$ cat config.mk
export PLATFORM = sky130hd
export DESIGN_NAME = pwm_ramp_ctrl
export DESIGN_NICKNAME = d
export VERILOG_FILES = /design/src/rtl/pwm_ramp_ctrl.sv
export SDC_FILE = /design/constraint.sdc
export NUM_CORES = 1
export LEC_CHECK = 0
export CAP_MARGIN = 20
export CORE_MARGIN = 2
export CORE_UTILIZATION = 58
export DETAILED_ROUTE_END_ITERATION = 6
export PLACE_DENSITY = 0.81
export SYNTH_ARGS = -nofsm -noshare
export SYNTH_HDL_FRONTEND = slang
export SYNTH_SLANG_ARGS = --single-unit
$ cat constraint.sdc
create_clock -name clk -period 4.8 [get_ports clk]
set_input_delay 0.96 -clock clk [delete_from_list [all_inputs] [get_ports clk]]
set_output_delay 0.96 -clock clk [all_outputs]
set_load 0.02 [all_outputs]
$ cat src/rtl/pwm_ramp_ctrl.sv
// Duty-cycle ramp sequencer for the PWM driver.
// Slews duty toward target once per 256-clock frame; handles stop/fault.
module pwm_ramp_ctrl #(
  parameter int unsigned STEP = 8
) (
  input  logic       clk,
  input  logic       rst,
  input  logic       req_valid,
  input  logic [7:0] req_duty,
  output logic       req_ready,
  input  logic       stop,
  input  logic       fault,
  input  logic       fault_clr,
  output logic [7:0] duty_out,
  output logic       pwm_en_n,
  output logic       busy,
  output logic       at_target
);

  localparam logic [8:0] STEP9 = 9'(STEP);

  typedef enum logic [2:0] {
    IDLE,
    RAMP,
    HOLD,
    STOP_RAMP,
    FAULT
  } state_e;

  state_e     state_q, state_d;
  logic [7:0] cnt_q;
  logic [7:0] duty_q, duty_d;
  logic [7:0] tgt_q, tgt_d;
  logic       en_n_q, en_n_d;
  logic       rdy_q, busy_q, at_q;
  logic       tick, accept;
  logic [8:0] up9, dn_lim9;
  logic [7:0] step_nxt;

  assign tick   = (cnt_q == 8'hFF);
  assign accept = req_valid & rdy_q;

  // One clamped step toward target; 9-bit sums keep the clamp exact
  always_comb begin
    up9      = {1'b0, duty_q} + STEP9;
    dn_lim9  = {1'b0, tgt_q} + STEP9;
    step_nxt = duty_q;
    unique case (1'b1)
      (duty_q < tgt_q):
        step_nxt = (up9 > {1'b0, tgt_q}) ? tgt_q : up9[7:0];
      (duty_q > tgt_q):
        step_nxt = ({1'b0, duty_q} < dn_lim9) ? tgt_q
                 : duty_q - STEP9[7:0];
      default: step_nxt = duty_q;
    endcase
  end

  always_comb begin
    state_d = state_q;
    duty_d  = duty_q;
    tgt_d   = tgt_q;
    en_n_d  = en_n_q;
    if (fault) begin
      state_d = FAULT;
      duty_d  = 8'd0;
      tgt_d   = 8'd0;
      en_n_d  = 1'b1;
    end else begin
      unique case (state_q)
        IDLE: begin
          if (accept) begin
            tgt_d = req_duty;
            if (req_duty != 8'd0) begin
              state_d = RAMP;
              en_n_d  = 1'b0;
            end
          end
        end
        RAMP, HOLD: begin
          if (stop) begin
            tgt_d   = 8'd0;
            state_d = STOP_RAMP;
          end else if (accept) begin
            tgt_d   = req_duty;
            state_d = (req_duty == duty_q) ? HOLD : RAMP;
          end else if (state_q == RAMP && tick) begin
            duty_d = step_nxt;
            if (step_nxt == tgt_q) state_d = HOLD;
          end
        end
        STOP_RAMP: begin
          if (tick) begin
            duty_d = step_nxt;
            if (step_nxt == 8'd0) begin
              state_d = IDLE;
              en_n_d  = 1'b1;
            end
          end
        end
        FAULT: begin
          if (fault_clr) state_d = IDLE;
        end
        default: state_d = IDLE;
      endcase
    end
  end

  always_ff @(posedge clk or posedge rst) begin
    if (rst) begin
      state_q <= IDLE;
      cnt_q   <= 8'd0;
      duty_q  <= 8'd0;
      tgt_q   <= 8'd0;
      en_n_q  <= 1'b1;
      rdy_q   <= 1'b1;
      busy_q  <= 1'b0;
      at_q    <= 1'b0;
    end else begin
      state_q <= state_d;
      cnt_q   <= cnt_q + 8'd1;
      duty_q  <= duty_d;
      tgt_q   <= tgt_d;
      en_n_q  <= en_n_d;
      rdy_q   <= (state_d != STOP_RAMP) && (state_d != FAULT);
      busy_q  <= (state_d == RAMP) || (state_d == STOP_RAMP);
      at_q    <= (state_d == HOLD);
    end
  end

  assign req_ready = rdy_q;
  assign duty_out  = duty_q;
  assign pwm_en_n  = en_n_q;
  assign busy      = busy_q;
  assign at_target = at_q;

endmodule

==> results.md, run 1 <==
| Item | This run | Unit |
| --- | --- | --- |
| Status | finished clean | - |
| Slew of the pin with the lowest slew margin | 0.901 | ns |
| Sequential fraction of the synthesis area | 0.279 | - |
| Power density over cell area | 229 | mW/mm^2 |
| Hold WS | 0.466 | ns |
| Wire length of the first global-routing pass | 12200 | um |
| CTS tree | done | - |
| Layout area overhead | 14.3 | % |
| GRT overflow | 0 | - |
| Iteration-0 DRC count of the detailed router | 314 | - |
| Final antenna-violating net count | 0 | - |
| Post-detailed-route wirelength per cell | 17.9 | um |
| Setup skew after layout | 0.0106 | ns |
| Die Height | 73.3 | um |
| Kind of end point of the critical path | flip-flop | - |
| Setup fix buffers added after clock tree synthesis | 0 | - |
| Data arrival time at the worst-slack endpoint | 4.40 | ns |
| Synthesized area per cell | 8.43 | um^2 |
| Kind of launch point of the worst setup path | flip-flop | - |
| Count of clock tree sinks | 31 | - |
| Clock Latency Late Sink | 0.29 | ns |
| Die X-Extent | 73.3 | um |
| Final-stage net count | 390 | - |
| Initial Util | 0.594 | - |
| Most common library cell in the layout ignoring fill and taps | nor2_1 | - |
| Main combinational cell family by area after synthesis | simple AND/OR/NAND/NOR gates | - |
| Worst path max stage delay | 0.68 | ns |
| Vias in the first global route | 2582 | - |
| Clk slew on worst S/H paths | 0.07 | ns |
| Avg Vias per Cell | 6.51 | - |
| Fin. Hold Viols | 0 | - |
| List of cells traversed by the critical path | inv_1, ha_1, ha_1, nand2_1, nor3_1, o21ai_1, nor2_1, mux2_2, a22oi_1, or4_1, a21oi_2, mux2i_1 | - |
| Number of remaining DRC errors | 0 | - |
| Share of the clock period used by the worst path after layout | 0.872 | - |
| Maximum number of pins on one net before global-route repair | 32 | - |
| Vias | 2656 | - |
| 1st-pass router iterations | 5 | - |
| Highest-count cells in the layout ignoring fill and taps | 43 x nor2_1, 29 x dfrtp_1, 25 x clkdlybuf4s50_1 | - |
| Io pins | 26 | - |
| Most instantiated flip-flop cell in the synthesis netlist | dfrtp_1 | - |
| Cell variety after synth | 58 | - |
| Antenna diodes | 0 | - |
| Area of the core | 0.00469 | mm^2 |
| Detailed Place HPWL | 5580 | um |
| Row count | 25 | - |
| Max Cap Viol | 0 | - |
| Fraction of the mapped netlist area in compound gates | 0.214 | - |
| Remaining max-slew budget at the tightest pin | 0.398 | - |
| Startpoint-to-endpoint class of the critical path | flip-flop to flip-flop | - |
| All-layer global routing usage | 0.294 | - |
| Share of synthesized cell area in and, or, nand and nor gates | 0.225 | - |
| FMAX | 0.239 | GHz |
| HP Class | flip-flop to flip-flop | - |
| Fraction of registers with async set or reset after synthesis | 1.00 | - |
| Number of buffers added by the clock tree synthesis step | 5 | - |
| Flip-flop and latch count after synthesis | 31 | - |
| Arithmetic-cell share of the synthesized area counting full adders, half adders and majority gates | 0.0987 | - |
| Placer's final routability congestion estimate | 0.945 | - |
| Peak VDD IR | 0.147 | mV |
| Number of buffers between clock root and the deepest sink | 2 | - |
| CTS resizes | 0 | - |
| Count of flip-flops with a built-in enable after synthesis | 0 | - |
| Fraction of synthesized area in multiplexers | 0.0507 | - |
| Root buffer selected by CTS | clkbuf_8 | - |
| Setup repair after global routing missed its margin | false | - |
| Detailed-route wire length | 7320 | um |
| Net count after synthesis | 367 | - |
| Leakage power | 1.45 | nW |
| Cell area after synthesis | 0.00279 | mm^2 |
| Final Util | 0.679 | - |
| Die area | 0.00538 | mm^2 |
| Synth Area in XOR/XNOR | 0.0884 | - |
| Critical path required time | 5.01 | ns |
| Setup-failing EPs final | 0 | - |
| YS warnings | 0 | - |
| Htree depth | 2 | - |
| Antenna violations before repair | 0 | - |
| Setup tns final | 0 | ns |
| Port buffer count | 25 | - |
| Critical Path Fanout Max | 14 | - |
| Count of hold buffers inserted by post-cts repair | 0 | - |
| Cells after synthesis | 331 | - |
| Cell seen most often among critical-path stages | ha_1 | - |
| Proportion of layout cells with a drive suffix above 1 | 0.0650 | - |
| Min Tclk post-route | 4.19 | ns |
| Slew Viols, Final | 0 | - |
| Worst path slowest cell | nor2_1 | - |
[metal layers]
layer	routed length [um]	vias up	global-route usage
met4	208	0	0.117
met3	518	26	0.0521
li1	-	1266	-
met1	3230	1229	0.385
met2	3360	135	0.483
met5	0	-	0
[area by class of cell]
cell class | instances | area, um^2
clock buffer | 6 | 72.6
clock inverter | 1 | 30.0
tap | 54 | 67.6
sequential | 31 | 778
timing repair buffer | 31 | 295
inverter | 15 | 56.3
fill | 378 | 1510
multi-input combinational | 270 | 1890
[worst paths after layout]
kind / start / end / slack [ns] / cells past startpoint
setup / recovery: duty_out[3]$_DFFE_PP0P_ / req_ready$_DFF_PP1_ / 0.61 / 12
hold / removal: cnt_q[0]$_DFF_PP0_ / cnt_q[0]$_DFF_PP0_ / 0.47 / 1
setup reg to reg: duty_out[3]$_DFFE_PP0P_ / req_ready$_DFF_PP1_ / 0.61 / 12
hold reg to reg: cnt_q[0]$_DFF_PP0_ / cnt_q[0]$_DFF_PP0_ / 0.47 / 1
max in group asynchronous: rst / req_ready$_DFF_PP1_ / 3.41 / 3
min in group asynchronous: rst / duty_out[1]$_DFFE_PP0P_ / 1.05 / 3
[critical path: cells and delay by family, from the launching register on]
family                     cells  cell delay (ns)
AOI/OAI and AO/OA              3             0.46
adders and majority gates      2             0.80
buffers and inverters          1             0.24
DFF                            1             0.58
muxes                          2             0.50
and+or+nand+nor                4             1.52
[cells in the mapped netlist, drive strengths merged, types with 2 or more instances]
library cell / n / area, um^2
a21o: 7 / 52.6
or4: 3 / 22.5
a221oi: 3 / 26.3
nand2b: 4 / 32.5
dfstp: 2 / 52.6
nor2: 43 / 161
xor2: 18 / 176
inv: 14 / 52.6
and3: 8 / 60.1
o31ai: 2 / 15.0
dfrtp: 29 / 726
ha: 22 / 275
nand3: 19 / 95.1
o2111ai: 3 / 26.3
clkbuf: 11 / 41.3
o21a: 2 / 15.0
mux2i: 13 / 130
nor4: 4 / 25.0
a21oi: 25 / 133
buf: 4 / 26.3
xnor2: 8 / 70.1
nand2: 17 / 63.8
nor2b: 2 / 12.5
o211ai: 5 / 37.5
o41ai: 3 / 26.3
o21ai: 6 / 30.0
nor3: 12 / 60.1
or3: 5 / 31.3
a31oi: 6 / 37.5
nand3b: 2 / 15.0
o211a: 2 / 20.0
nand4: 4 / 25.0
a22oi: 2 / 15.0
a211oi: 4 / 35.0
[logic make-up after synthesis]
family	after synthesis
multiplexers	14
XOR/XNOR	26
AND/OR/NAND/NOR	126
AO/OA/AOI/OAI	82
adder cells (fa/ha/maj)	22
buffers and inverters	30
flip-flops	31
[where the power goes]
part	switching [W]	total [W]	internal, W
combinational	0.000125	0.000204	0.0000792
clock	0.0000972	0.000249	0.000152
sequential	0.00000890	0.000276	0.000267
total	0.000231	0.000729	0.000498
[registers in the layout, indices dropped and copies added, names as in the netlist]
| register | flops |
|---|---|
| state_q | 3 |
| duty_out | 8 |
| pwm_en_n | 1 |
| tgt_q | 8 |
| busy | 1 |
| cnt_q | 8 |
| at_target | 1 |
| req_ready | 1 |
[stage by stage]
| stage | total power (W) | std cells | area [um^2] | worst slack (ns) |
|---|---|---|---|---|
| after global placement | 0.000479 | 401 | 3080 | 0.811 |
| after CTS | 0.000731 | 408 | 3190 | 0.707 |
| after floorplan | 0.000423 | 331 | 2790 | 1.44 |
| after global routing | 0.000762 | 408 | 3190 | 0.341 |
| after detailed placement | 0.000478 | 401 | 3080 | 0.734 |
| final | 0.000729 | 408 | 3190 | 0.614 |
Power figures use the tool's default switching activity.
==> run 2: changes to the inputs <==
clock period = 4.71 ns   (was 4.8 ns; I/O delays follow)
==> results.md, run 2 (synthesis results as in run 1) <==
| Item | This run | Unit |
| --- | --- | --- |
| Placer's final routability congestion estimate | 0.951 | - |
| Layout area overhead | 14.3 | % |
| Antenna diodes | 0 | - |
| Final antenna-violating net count | 0 | - |
| Count of hold buffers inserted by post-cts repair | 0 | - |
| Detailed-route wire length | 7620 | um |
| Io pins | 26 | - |
| Maximum number of pins on one net before global-route repair | 28 | - |
| Post-Place Cells | 401 | - |
| Root buffer selected by CTS | clkbuf_8 | - |
| Startpoint-to-endpoint class of the critical path | flip-flop to flip-flop | - |
| Number of non-filler instances in the completed layout | 408 | - |
| Proportion of layout cells with a drive suffix above 1 | 0.0650 | - |
| Number of buffers added by the clock tree synthesis step | 5 | - |
| Kind of end point of the critical path | flip-flop | - |
| Area of the core | 0.00469 | mm^2 |
| Clock Latency Late Sink | 0.29 | ns |
| Avg Vias per Cell | 6.49 | - |
| Post-detailed-route wirelength per cell | 18.7 | um |
| Most common library cell in the layout ignoring fill and taps | nor2_1 | - |
| Status | finished clean | - |
| Setup-failing EPs final | 0 | - |
| Setup skew after layout | 0.0133 | ns |
| 1st-pass router iterations | 5 | - |
| FMAX | 0.238 | GHz |
| Critical Path Fanout Max | 14 | - |
| Initial Util | 0.594 | - |
| Number of fill cells | 398 | - |
| Final-stage net count | 390 | - |
| CTS tree | done | - |
| Die area | 0.00538 | mm^2 |
| Reg-to-reg setup timing slack | 0.51 | ns |
| Critical path required time | 4.92 | ns |
| Fin. Hold Viols | 0 | - |
| Setup tns final | 0 | ns |
| Count of clock tree sinks | 31 | - |
| Antenna violations before repair | 0 | - |
| GRT overflow | 0 | - |
| Detailed Place HPWL | 5860 | um |
| Slew of the pin with the lowest slew margin | 0.927 | ns |
| Vias in the first global route | 2553 | - |
| Min Tclk post-route | 4.20 | ns |
| Htree depth | 2 | - |
| Setup repair after global routing missed its margin | false | - |
| Row count | 25 | - |
| Setup fix buffers added after clock tree synthesis | 0 | - |
| Highest-count cells in the layout ignoring fill and taps | 43 x nor2_1, 29 x dfrtp_1, 25 x clkdlybuf4s50_1 | - |
| Slew Viols, Final | 0 | - |
| Die X-Extent | 73.3 | um |
| Iteration-0 DRC count of the detailed router | 295 | - |
| Die Height | 73.3 | um |
| Remaining max-slew budget at the tightest pin | 0.381 | - |
| Vias | 2647 | - |
| Clk slew on worst S/H paths | 0.07 | ns |
| Data arrival time at the worst-slack endpoint | 4.41 | ns |
| Peak VDD IR | 0.204 | mV |
| Share of the clock period used by the worst path after layout | 0.892 | - |
| Kind of launch point of the worst setup path | flip-flop | - |
| Number of remaining DRC errors | 0 | - |
| Port buffer count | 25 | - |
| All-layer global routing usage | 0.307 | - |
| Number of buffers between clock root and the deepest sink | 2 | - |
| Leakage power | 1.45 | nW |
| CTS resizes | 0 | - |
| Wire length of the first global-routing pass | 12400 | um |
| Max Cap Viol | 0 | - |
| HP Class | flip-flop to flip-flop | - |
| Power density over cell area | 235 | mW/mm^2 |
==> run 2: critical path, cell delays in order (launching register included) <==
cell     delay (ns)
dfrtp_1        0.58
inv_1          0.23
ha_1           0.42
ha_1           0.34
nand2_1        0.08
nor3_1         0.21
o21ai_1        0.15
nor2_1         0.70
mux2_2         0.30
a22oi_1        0.12
or4_1          0.55
a21oi_2        0.21
mux2i_1        0.22
==> run 2: metal layers <==
metal  global-route usage  share of wire
met4                0.141          0.038
met5                    0              0
met1                0.418           0.46
met3               0.0576          0.048
met2                0.472           0.46
==> run 2: per-stage QoR <==
stage / worst slack [ns] / total power (W) / instance area [um^2] / util / hold slack (ns)
2_1_floorplan: 1.35 / 0.000431 / 2790 / - / 0.422
3_5_place_dp: 0.632 / 0.000489 / 3080 / 0.657 / 0.459
6_report: 0.509 / 0.000748 / 3190 / 0.679 / 0.469
5_1_grt: 0.199 / 0.000781 / 3190 / 0.679 / 0.482
4_1_cts: 0.561 / 0.000746 / 3190 / 0.679 / 0.468
3_3_place_gp: 0.705 / 0.000489 / 3080 / 0.657 / 0.445
==> run 2: layout make-up <==
class	instances	area [um^2]	share of cell area
clock inverters	1	30.0	0.00942
flip-flops and latches	31	778	0.244
multi-input cells	270	1890	0.592
clock buffers	6	72.6	0.0228
repair buffers	31	295	0.0927
well taps	54	67.6	0.0212
inverters	15	56.3	0.0177
==> run 2: path summary, 6_finish.rpt <==
kind / cells after the start / startpoint / end
setup / recovery: 12 / duty_out[3]$_DFFE_PP0P_ / req_ready$_DFF_PP1_
hold / removal: 1 / cnt_q[0]$_DFF_PP0_ / cnt_q[0]$_DFF_PP0_
setup reg to reg: 12 / duty_out[3]$_DFFE_PP0P_ / req_ready$_DFF_PP1_
hold reg to reg: 1 / cnt_q[0]$_DFF_PP0_ / cnt_q[0]$_DFF_PP0_
max in group asynchronous: 3 / rst / pwm_en_n$_DFFE_PP1P_
min in group asynchronous: 2 / rst / duty_out[0]$_DFFE_PP0P_
==> run 2: power by group <==
part / switching (W) / internal (W)
registers: 0.00000913 / 0.000272
logic: 0.000130 / 0.0000808
clock network: 0.000101 / 0.000155
total: 0.000240 / 0.000508
